===== config.mk =====
export PLATFORM = sky130hd
export DESIGN_NAME = wb_arbiter
export DESIGN_NICKNAME = d
export VERILOG_FILES = /design/src/rtl/wb_arbiter.sv
export SDC_FILE = /design/constraint.sdc
export NUM_CORES = 1
export LEC_CHECK = 0
export BUFFER_PORTS_ARGS = -buffer_cell sky130_fd_sc_hd__buf_2
export CORE_ASPECT_RATIO = 1.75
export CORE_MARGIN = 8
export CORE_UTILIZATION = 41
export CTS_BUF_LIST = sky130_fd_sc_hd__clkbuf_16
export DETAILED_ROUTE_END_ITERATION = 16
export PLACE_DENSITY_LB_ADDON = 0.05
export SKIP_CTS_REPAIR_TIMING = 1
export SLEW_MARGIN = 20
export SYNTH_ARGS = -nofsm -noshare
export SYNTH_HDL_FRONTEND = slang
export SYNTH_SLANG_ARGS = --single-unit

===== constraint.sdc =====
create_clock -name clk_i -period 2 [get_ports clk_i]
set_input_delay 0.3 -clock clk_i [delete_from_list [all_inputs] [get_ports clk_i]]
set_output_delay 0.3 -clock clk_i [all_outputs]
set_load 0.005 [all_outputs]

===== src/rtl/wb_arbiter.sv =====
// wb_arbiter: three-way round-robin write-back arbiter in front of the register-file write port.
// Latency: a transfer accepted in cycle N appears on RegWrite_o/RDaddr_o/RDdata_o/grant_o in cycle N+1.
// Backpressure: req_ready_o is one-hot or zero; stall_i or rst_i holds every requester off that cycle.
//
// Parameters: DATA_W write-data width, ADDR_W register address width.
// Ports:
//   clk_i, rst_i (async, active-high)
//   req_valid_i[3], req_addr_i[3*ADDR_W], req_data_i[3*DATA_W], req_ready_o[3]  (0=ALU, 1=load, 2=mul/div)
//   stall_i                                       blocks all acceptance
//   RegWrite_o, RDaddr_o, RDdata_o, grant_o       registered register-file write port
// Optional build macro WB_ARB_R0_DROP_EN: writes to address 0 are handshaken but never issued.
module wb_arbiter #(
  parameter int DATA_W = 32,
  parameter int ADDR_W = 5
) (
  input  logic                clk_i,
  input  logic                rst_i,
  input  logic [2:0]          req_valid_i,
  input  logic [3*ADDR_W-1:0] req_addr_i,
  input  logic [3*DATA_W-1:0] req_data_i,
  output logic [2:0]          req_ready_o,
  input  logic                stall_i,
  output logic                RegWrite_o,
  output logic [ADDR_W-1:0]   RDaddr_o,
  output logic [DATA_W-1:0]   RDdata_o,
  output logic [2:0]          grant_o
);

  // Requester index that follows x in the 0 -> 1 -> 2 -> 0 ring.
  function automatic logic [1:0] ring_next(input logic [1:0] x);
    return (x >= 2'd2) ? 2'd0 : x + 2'd1;
  endfunction

  logic [1:0]        last_grant;
  logic [1:0]        cand0, cand1, cand2;
  logic [1:0]        sel;
  logic              sel_vld;
  logic              issue;
  logic [ADDR_W-1:0] addr_arr [3];
  logic [DATA_W-1:0] data_arr [3];
  logic [ADDR_W-1:0] sel_addr;
  logic [DATA_W-1:0] sel_data;

  always_comb begin
    for (int k = 0; k < 3; k++) begin
      addr_arr[k] = req_addr_i[k*ADDR_W +: ADDR_W];
      data_arr[k] = req_data_i[k*DATA_W +: DATA_W];
    end
  end

  // Search order starts just after the last winner, so the last winner
  // is always considered last.
  always_comb begin
    cand0   = ring_next(last_grant);
    cand1   = ring_next(cand0);
    cand2   = ring_next(cand1);
    sel     = cand0;
    sel_vld = 1'b0;
    if (!rst_i && !stall_i) begin
      if (req_valid_i[cand0]) begin
        sel     = cand0;
        sel_vld = 1'b1;
      end else if (req_valid_i[cand1]) begin
        sel     = cand1;
        sel_vld = 1'b1;
      end else if (req_valid_i[cand2]) begin
        sel     = cand2;
        sel_vld = 1'b1;
      end
    end
  end

  always_comb begin
    req_ready_o = sel_vld ? (3'b001 << sel) : 3'b000;
    sel_addr    = addr_arr[sel];
    sel_data    = data_arr[sel];
  end

  // A transfer always advances the pointer; only the issued write is gated
  // when address 0 is configured as a discard target.
`ifdef WB_ARB_R0_DROP_EN
  assign issue = sel_vld && (sel_addr != '0);
`else
  assign issue = sel_vld;
`endif

  always_ff @(posedge clk_i or posedge rst_i) begin
    if (rst_i) begin
      last_grant <= 2'd2;
      RegWrite_o <= 1'b0;
      grant_o    <= 3'b000;
      RDaddr_o   <= '0;
      RDdata_o   <= '0;
    end else begin
      if (sel_vld) begin
        last_grant <= sel;
      end
      RegWrite_o <= issue;
      grant_o    <= issue ? req_ready_o : 3'b000;
      // Address/data hold their last issued values on idle cycles.
      if (issue) begin
        RDaddr_o <= sel_addr;
        RDdata_o <= sel_data;
      end
    end
  end

endmodule


* Yosys cells after proc, flatten, opt, wreduce, memory -nomap -nowiden
Cells that the tools add are included.
** Word-level totals
- Output and inout bits :: 44
- Word-level logic and storage cells :: 45
- Input bits :: 117
- Register bits :: 43
** Cells by class
- Reductions and logical operators :: 3
- Order comparisons :: 7
- Add/subtract/negate cells :: 3
- Muxes and demuxes :: 25
- Bitwise gates (word level) :: 1
- Shifts and indexed selects :: 1
** Operator list (number)
- 32-bit binary-select mux with 2-bit select :: 1
- 32-bit 2-to-1 mux :: 2
- 2-bit 2-to-1 mux :: 7
- 5-bit binary-select mux with 2-bit select :: 1
- 5-bit 2-to-1 mux :: 2
- 2-bit by 3-bit less-than comparator with 1-bit output (second input constant) :: 3
- 1-bit 2-to-1 mux :: 7
- 2-bit by 1-bit adder with 2-bit output (second input constant) :: 3
- 1-bit binary-select mux with 2-bit select :: 3
- 2-bit >= comparator (second input constant) :: 3
- 3-bit 2-to-1 mux :: 2
- 3-bit >= comparator (second input constant) :: 1
- 2-bit NOT with 3-bit output :: 1
- 1-bit by 2-bit left shift with 3-bit output (first input constant) :: 1
- 1-bit zero test :: 2
- 1-bit logical AND :: 1

* Depth between registers and ports, before layout
- Depth in word-level cells :: 16
- Depth in mapped cells :: 6
- Depth with buffers taken out :: 5

* Worst setup path before layout
No wires, ideal clock.
- Path kind :: register to output
- From :: register last_grant[1]
- To :: output port req_ready_o[1]
- Data arrival time :: 1460 ps
- Path slack :: 240 ps
- Cell stages (with the launch flop) :: 6
- Required time :: 1700 ps
- Cell sequence :: dfstp_2 buf_2 nor2b_1 o32ai_4 and2_4 buf_6
** On the way
- Cells in the longest elaborated chain, start to end :: 14
- Elaborated cells between the ends (all ways) :: 25
- Classes of those cells :: add/sub (3); order compare (3); shift (1); mux (18)
** RTL lines
- start, declared :: RTL line 34 : logic [1:0] last_grant;
- start signal, assigned :: RTL line 96 : last_grant <= sel;
- 2-bit by 1-bit adder with 2-bit output or 2-bit >= comparator (tied branches) :: RTL line 31 : return (x >= 2'd2) ? 2'd0 : x + 2'd1;
- 2-bit 2-to-1 mux * :: RTL line 31
- 2-bit by 1-bit adder with 2-bit output or 2-bit >= comparator (tied branches) :: RTL line 31
- 2-bit 2-to-1 mux :: RTL line 31
- 2-bit by 1-bit adder with 2-bit output or 2-bit >= comparator (tied branches) :: RTL line 31
- 2-bit 2-to-1 mux :: RTL line 31
- 1-bit binary-select mux with 2-bit select :: RTL line 66 : end else if (req_valid_i[cand2]) begin
- 1-bit 2-to-1 mux (not written as such) :: RTL line 66
- 2-bit 2-to-1 mux :: RTL line 66
- 2-bit 2-to-1 mux :: RTL line 63 : end else if (req_valid_i[cand1]) begin
- 2-bit 2-to-1 mux :: RTL line 60 : if (req_valid_i[cand0]) begin
- 2-bit 2-to-1 mux :: RTL line 59 : if (!rst_i && !stall_i) begin
- 1-bit by 2-bit left shift with 3-bit output :: RTL line 74 : req_ready_o = sel_vld ? (3'b001 << sel) : 3'b000;
- 3-bit 2-to-1 mux * :: RTL line 74
- end, declared :: RTL line 21 : output logic [2:0] req_ready_o,
Every way passes the cells marked *; elsewhere a longest branch is shown, timed or not. The select of a mux whose other input is x is not followed.

* Final worst setup path
Same ends and word-level chain as after synthesis.

==> run_summary.xml <==
<?xml version="1.0" encoding="UTF-8"?>
<metrics>
  <group name="drt">
    <metric name="drt.antenna.violating_nets" unit="">0</metric>
    <metric name="avgViaCountPerCell" unit="">5.504</metric>
    <metric name="drt_pre_antenna_iters" unit="">4</metric>
    <metric name="detail_route.drc_violations" unit="">0</metric>
    <metric name="route.detailed.wl_per_inst" unit="µm">18.16</metric>
    <metric name="drt_iter0_markers" unit="">116</metric>
    <metric name="vias" unit="">2653</metric>
    <metric name="finalWirelength" unit="µm">8752</metric>
  </group>
  <group name="placement">
    <metric name="finalWeightedCongestion" unit="">0.8246</metric>
    <metric name="dp.final_hpwl" unit="µm">6762</metric>
    <metric name="port_buffers" unit="">160</metric>
  </group>
  <group name="run_status">
    <metric name="outcome" unit="">complete, no violations</metric>
  </group>
  <group name="sta">
    <metric name="max_frequency" unit="MHz">508.3</metric>
    <metric name="layout_min_cycle_time" unit="ps">1967</metric>
    <metric name="finClkSkew" unit="ps">5.622</metric>
    <metric name="hold_viol" unit="">0</metric>
    <metric name="max_slew_margin" unit="">0.5465</metric>
    <metric name="finalSetupTns" unit="ps">0</metric>
    <metric name="fin_crit_sh" unit="">0.9837</metric>
    <metric name="timing_worst_slew_pin_value" unit="ps">680.2</metric>
    <metric name="worst_hold_slack" unit="ps">14.53</metric>
    <metric name="drv_slew" unit="">0</metric>
    <metric name="grt_setup_unrepaired" unit="">true</metric>
    <metric name="setup_violation_total_in_the_final_timing_report" unit="">0</metric>
  </group>
  <group name="critical_path">
    <metric name="worstPathBufferInverterCount" unit="">1</metric>
    <metric name="timing.critical_path.from_type" unit="">flip-flop</metric>
    <metric name="timing.rr.start" unit="">last_grant[1]$_DFFE_PP1P_</metric>
    <metric name="rrSetupSlack" unit="ps">300</metric>
    <metric name="worstSetupEndpointType" unit="">output pin</metric>
    <metric name="worst_r2r_endpoint" unit="">RDdata_o[2]$_DFFE_PP0P_</metric>
    <metric name="largest_fanout_on_the_critical_path" unit="">14</metric>
    <metric name="crit_type" unit="">flip-flop to output pin</metric>
    <metric name="critical_path.cell_chain" unit="">nor2b_1 &gt; o32ai_4 &gt; and2_4 &gt; buf_2</metric>
    <metric name="worst_r2r_path_depth" unit="">6</metric>
    <metric name="critical_path.top_delay_family" unit="">flip-flops</metric>
    <metric name="cp_slowest_stage_delay" unit="ps">620</metric>
    <metric name="timing.critical_path.slowest_stage_cell" unit="">sky130_fd_sc_hd__dfstp_2</metric>
    <metric name="critPathArrivalTime" unit="ps">1670</metric>
    <metric name="worstPathRequired" unit="ps">1700</metric>
  </group>
  <group name="cts">
    <metric name="tritoncts" unit="">built</metric>
    <metric name="clock_sinks" unit="">43</metric>
    <metric name="root_cell_of_the_clock_tree" unit="">sky130_fd_sc_hd__clkbuf_16</metric>
    <metric name="htree_num_levels" unit="">2</metric>
    <metric name="tritoncts.num_buffers" unit="">5</metric>
    <metric name="cts.path.max_buffers" unit="">2</metric>
    <metric name="cts.clk_slew.worst_paths" unit="ps">60</metric>
    <metric name="clock_insertion_delay_worst_skew" unit="ps">290</metric>
  </group>
  <group name="logic_synthesis">
    <metric name="avgSynthCellArea" unit="µm²">9.433</metric>
    <metric name="synthSimpleGateAreaFrac" unit="">0.07697</metric>
    <metric name="synth_nets" unit="">360</metric>
    <metric name="ys_top_cells_by_area" unit="">sky130_fd_sc_hd__dfrtp_1 46%, sky130_fd_sc_hd__a31oi_1 6.8%, sky130_fd_sc_hd__a32o_1 6.1%</metric>
    <metric name="synth_top_family_by_area" unit="">compound AO/OA/AOI/OAI gates</metric>
    <metric name="synth.distinct_cells" unit="">31</metric>
    <metric name="number_of_storage_elements_in_the_synthesis_netlist" unit="">43</metric>
    <metric name="synth_fa_ha_area_frac" unit="">0</metric>
    <metric name="synth_xor_xnor_area_share" unit="">0</metric>
    <metric name="synth_top_area_share" unit="">0.4585</metric>
    <metric name="seq_area_frac_synth" unit="">0.4700</metric>
    <metric name="synthesis.area" unit="µm²">2292</metric>
    <metric name="ys_warn_count" unit="">0</metric>
    <metric name="netlist.top_cell.by_area" unit="">sky130_fd_sc_hd__dfrtp_1</metric>
    <metric name="proportion_of_synthesized_area_in_mux_cells" unit="">0.004367</metric>
    <metric name="synth_compound_area_frac" unit="">0.3930</metric>
    <metric name="syn-instance-count" unit="">243</metric>
  </group>
  <group name="worst_hold_path">
    <metric name="holdCritPathClass" unit="">primary input to async pin</metric>
  </group>
  <group name="power_and_ir_drop">
    <metric name="clkPwrFrac" unit="">0.299</metric>
    <metric name="switching_power" unit="µW">936.5</metric>
    <metric name="netSwitchingFraction" unit="">0.3051</metric>
    <metric name="combPwrFrac" unit="">0.318</metric>
    <metric name="p_leak" unit="nW">1.635</metric>
    <metric name="vdd.ir_drop.worst" unit="mV">0.4798</metric>
    <metric name="internal_power" unit="mW">2.133</metric>
    <metric name="seq_power_share" unit="">0.382</metric>
    <metric name="power_density" unit="nW/µm²">901.1</metric>
  </group>
  <group name="die">
    <metric name="die_x" unit="µm">72.52</metric>
    <metric name="die_y" unit="µm">114.9</metric>
    <metric name="initial_core_util" unit="">0.4171</metric>
    <metric name="ioPinCount" unit="">161</metric>
    <metric name="std_cell_rows" unit="">36</metric>
    <metric name="core_area" unit="µm²">5495</metric>
    <metric name="area_enclosed_by_the_die_boundary" unit="µm²">8333</metric>
  </group>
  <group name="cells_and_area">
    <metric name="final_util" unit="">0.6200</metric>
    <metric name="drive_above_1_share" unit="">0.4803</metric>
    <metric name="insertedDiodeCount" unit="">0</metric>
    <metric name="design.final.nets" unit="">522</metric>
    <metric name="area_delta_synth_final" unit="%">48.64</metric>
  </group>
  <group name="global_routing">
    <metric name="grt_max_degree" unit="">27</metric>
    <metric name="number_of_global_route_vias_before_repair" unit="">2793</metric>
    <metric name="global_route_wire_length_before_repair" unit="µm">13630</metric>
    <metric name="initial_antenna_violation_count" unit="">0</metric>
    <metric name="global_route.overflow_total" unit="">0</metric>
    <metric name="global_route_total_usage_across_every_layer" unit="">0.2059</metric>
  </group>
  <group name="flow_run">
    <metric name="maxCapViolations" unit="">0</metric>
  </group>
</metrics>
logic make-up (layout without fill, tap and decap cells):
| kind of cell | Yosys count | in the layout |
|---|---|---|
| buf+inv | 25 | 188 |
| mux | 1 | 1 |
| simple gates | 38 | 38 |
| flops | 43 | 43 |
| compound gates | 136 | 136 |
final cells by class:
type                    instances  area [µm²]
clock buffers                   5       125.1
clock inverters                 3       38.79
fillers                       527        2088
inverters                       3       11.26
multi-input cells             175        1102
flip-flops and latches         43        1077
well taps                      76       95.09
repair buffers                177       957.2
placed cells by master (no fill, tap or decap), drive strengths merged:
cell and n:
o31ai 1, clkinv 2, bufinv 1, a21oi 26
or3b 1, clkbuf 5, nor3b 1, buf 177
a221o 12, o21ba 1, and2 2, o21a 1
a32o 14, o41a 1, a211oi 1, inv 3
nor2 30, nor2b 2, o21ai 51, o32ai 1
dfstp 1, nand2b 1, a21o 2, or3 1
dfrtp 42, mux2i 1, a31oi 25
sequential cells by signal (all words and copies together) (netlist names):
| name | flops |
|---|---|
| grant_o | 3 |
| RDaddr_o | 5 |
| last_grant | 2 |
| RegWrite_o | 1 |
| RDdata_o | 32 |
power by group through the flow:
stage	Sequential (mW)	Clock, mW	Combinational [mW]
CTS	1.18	0.945	0.975
finish	1.17	0.919	0.977
global route	1.20	0.980	1.09
global placement	1.19	0	0.960
floorplan	1.20	0	0.487
detailed placement	1.19	0	0.973
routing by layer:
layer	vias to the layer above	wire, µm	track usage
met5	-	0	0
met4	0	95	0.04839
met3	8	860	0.07948
met2	127	4690	0.3824
met1	1260	3106	0.2058
li1	1258	-	-
metrics by stage:
stage	cells	setup WS, ps	area (µm²)	power (mW)
2_1_floorplan	243	239.5	2292	1.684
3_3_place_gp	472	182.4	3223	2.151
3_5_place_dp	472	159.6	3223	2.167
4_1_cts	480	-75.14	3387	3.101
5_1_grt	482	-50.13	3407	3.267
6_report	482	32.53	3407	3.070
synth_stat cells, drive strengths merged:
master and number:
o21ai 51, dfrtp 42, nor2 30, a21oi 26, a31oi 25, a32o 14, a221o 12, buf 11
clkbuf 11, inv 3, a21o 2, and2 2, nor2b 2, a211oi 1, dfstp 1, mux2i 1
nand2b 1, nor3b 1, o21a 1, o21ba 1, o31ai 1, o32ai 1, o41a 1, or3 1
or3b 1
how the worst max path moves through the flow:
stage                              startpoint             end  slack (ps)  cells past startpoint
finish              last_grant[1]$_DFFE_PP1P_  req_ready_o[1]          30                      4
global route        last_grant[1]$_DFFE_PP1P_  req_ready_o[1]         -50                      4
CTS                 last_grant[1]$_DFFE_PP1P_  req_ready_o[1]         -80                      4
detailed placement             req_valid_i[1]  req_ready_o[1]         160                      5
global placement               req_valid_i[1]  req_ready_o[1]         180                      5
floorplan           last_grant[1]$_DFFE_PP1P_  req_ready_o[1]         240                      5
Note: power is estimated with default switching activity, not from simulation.
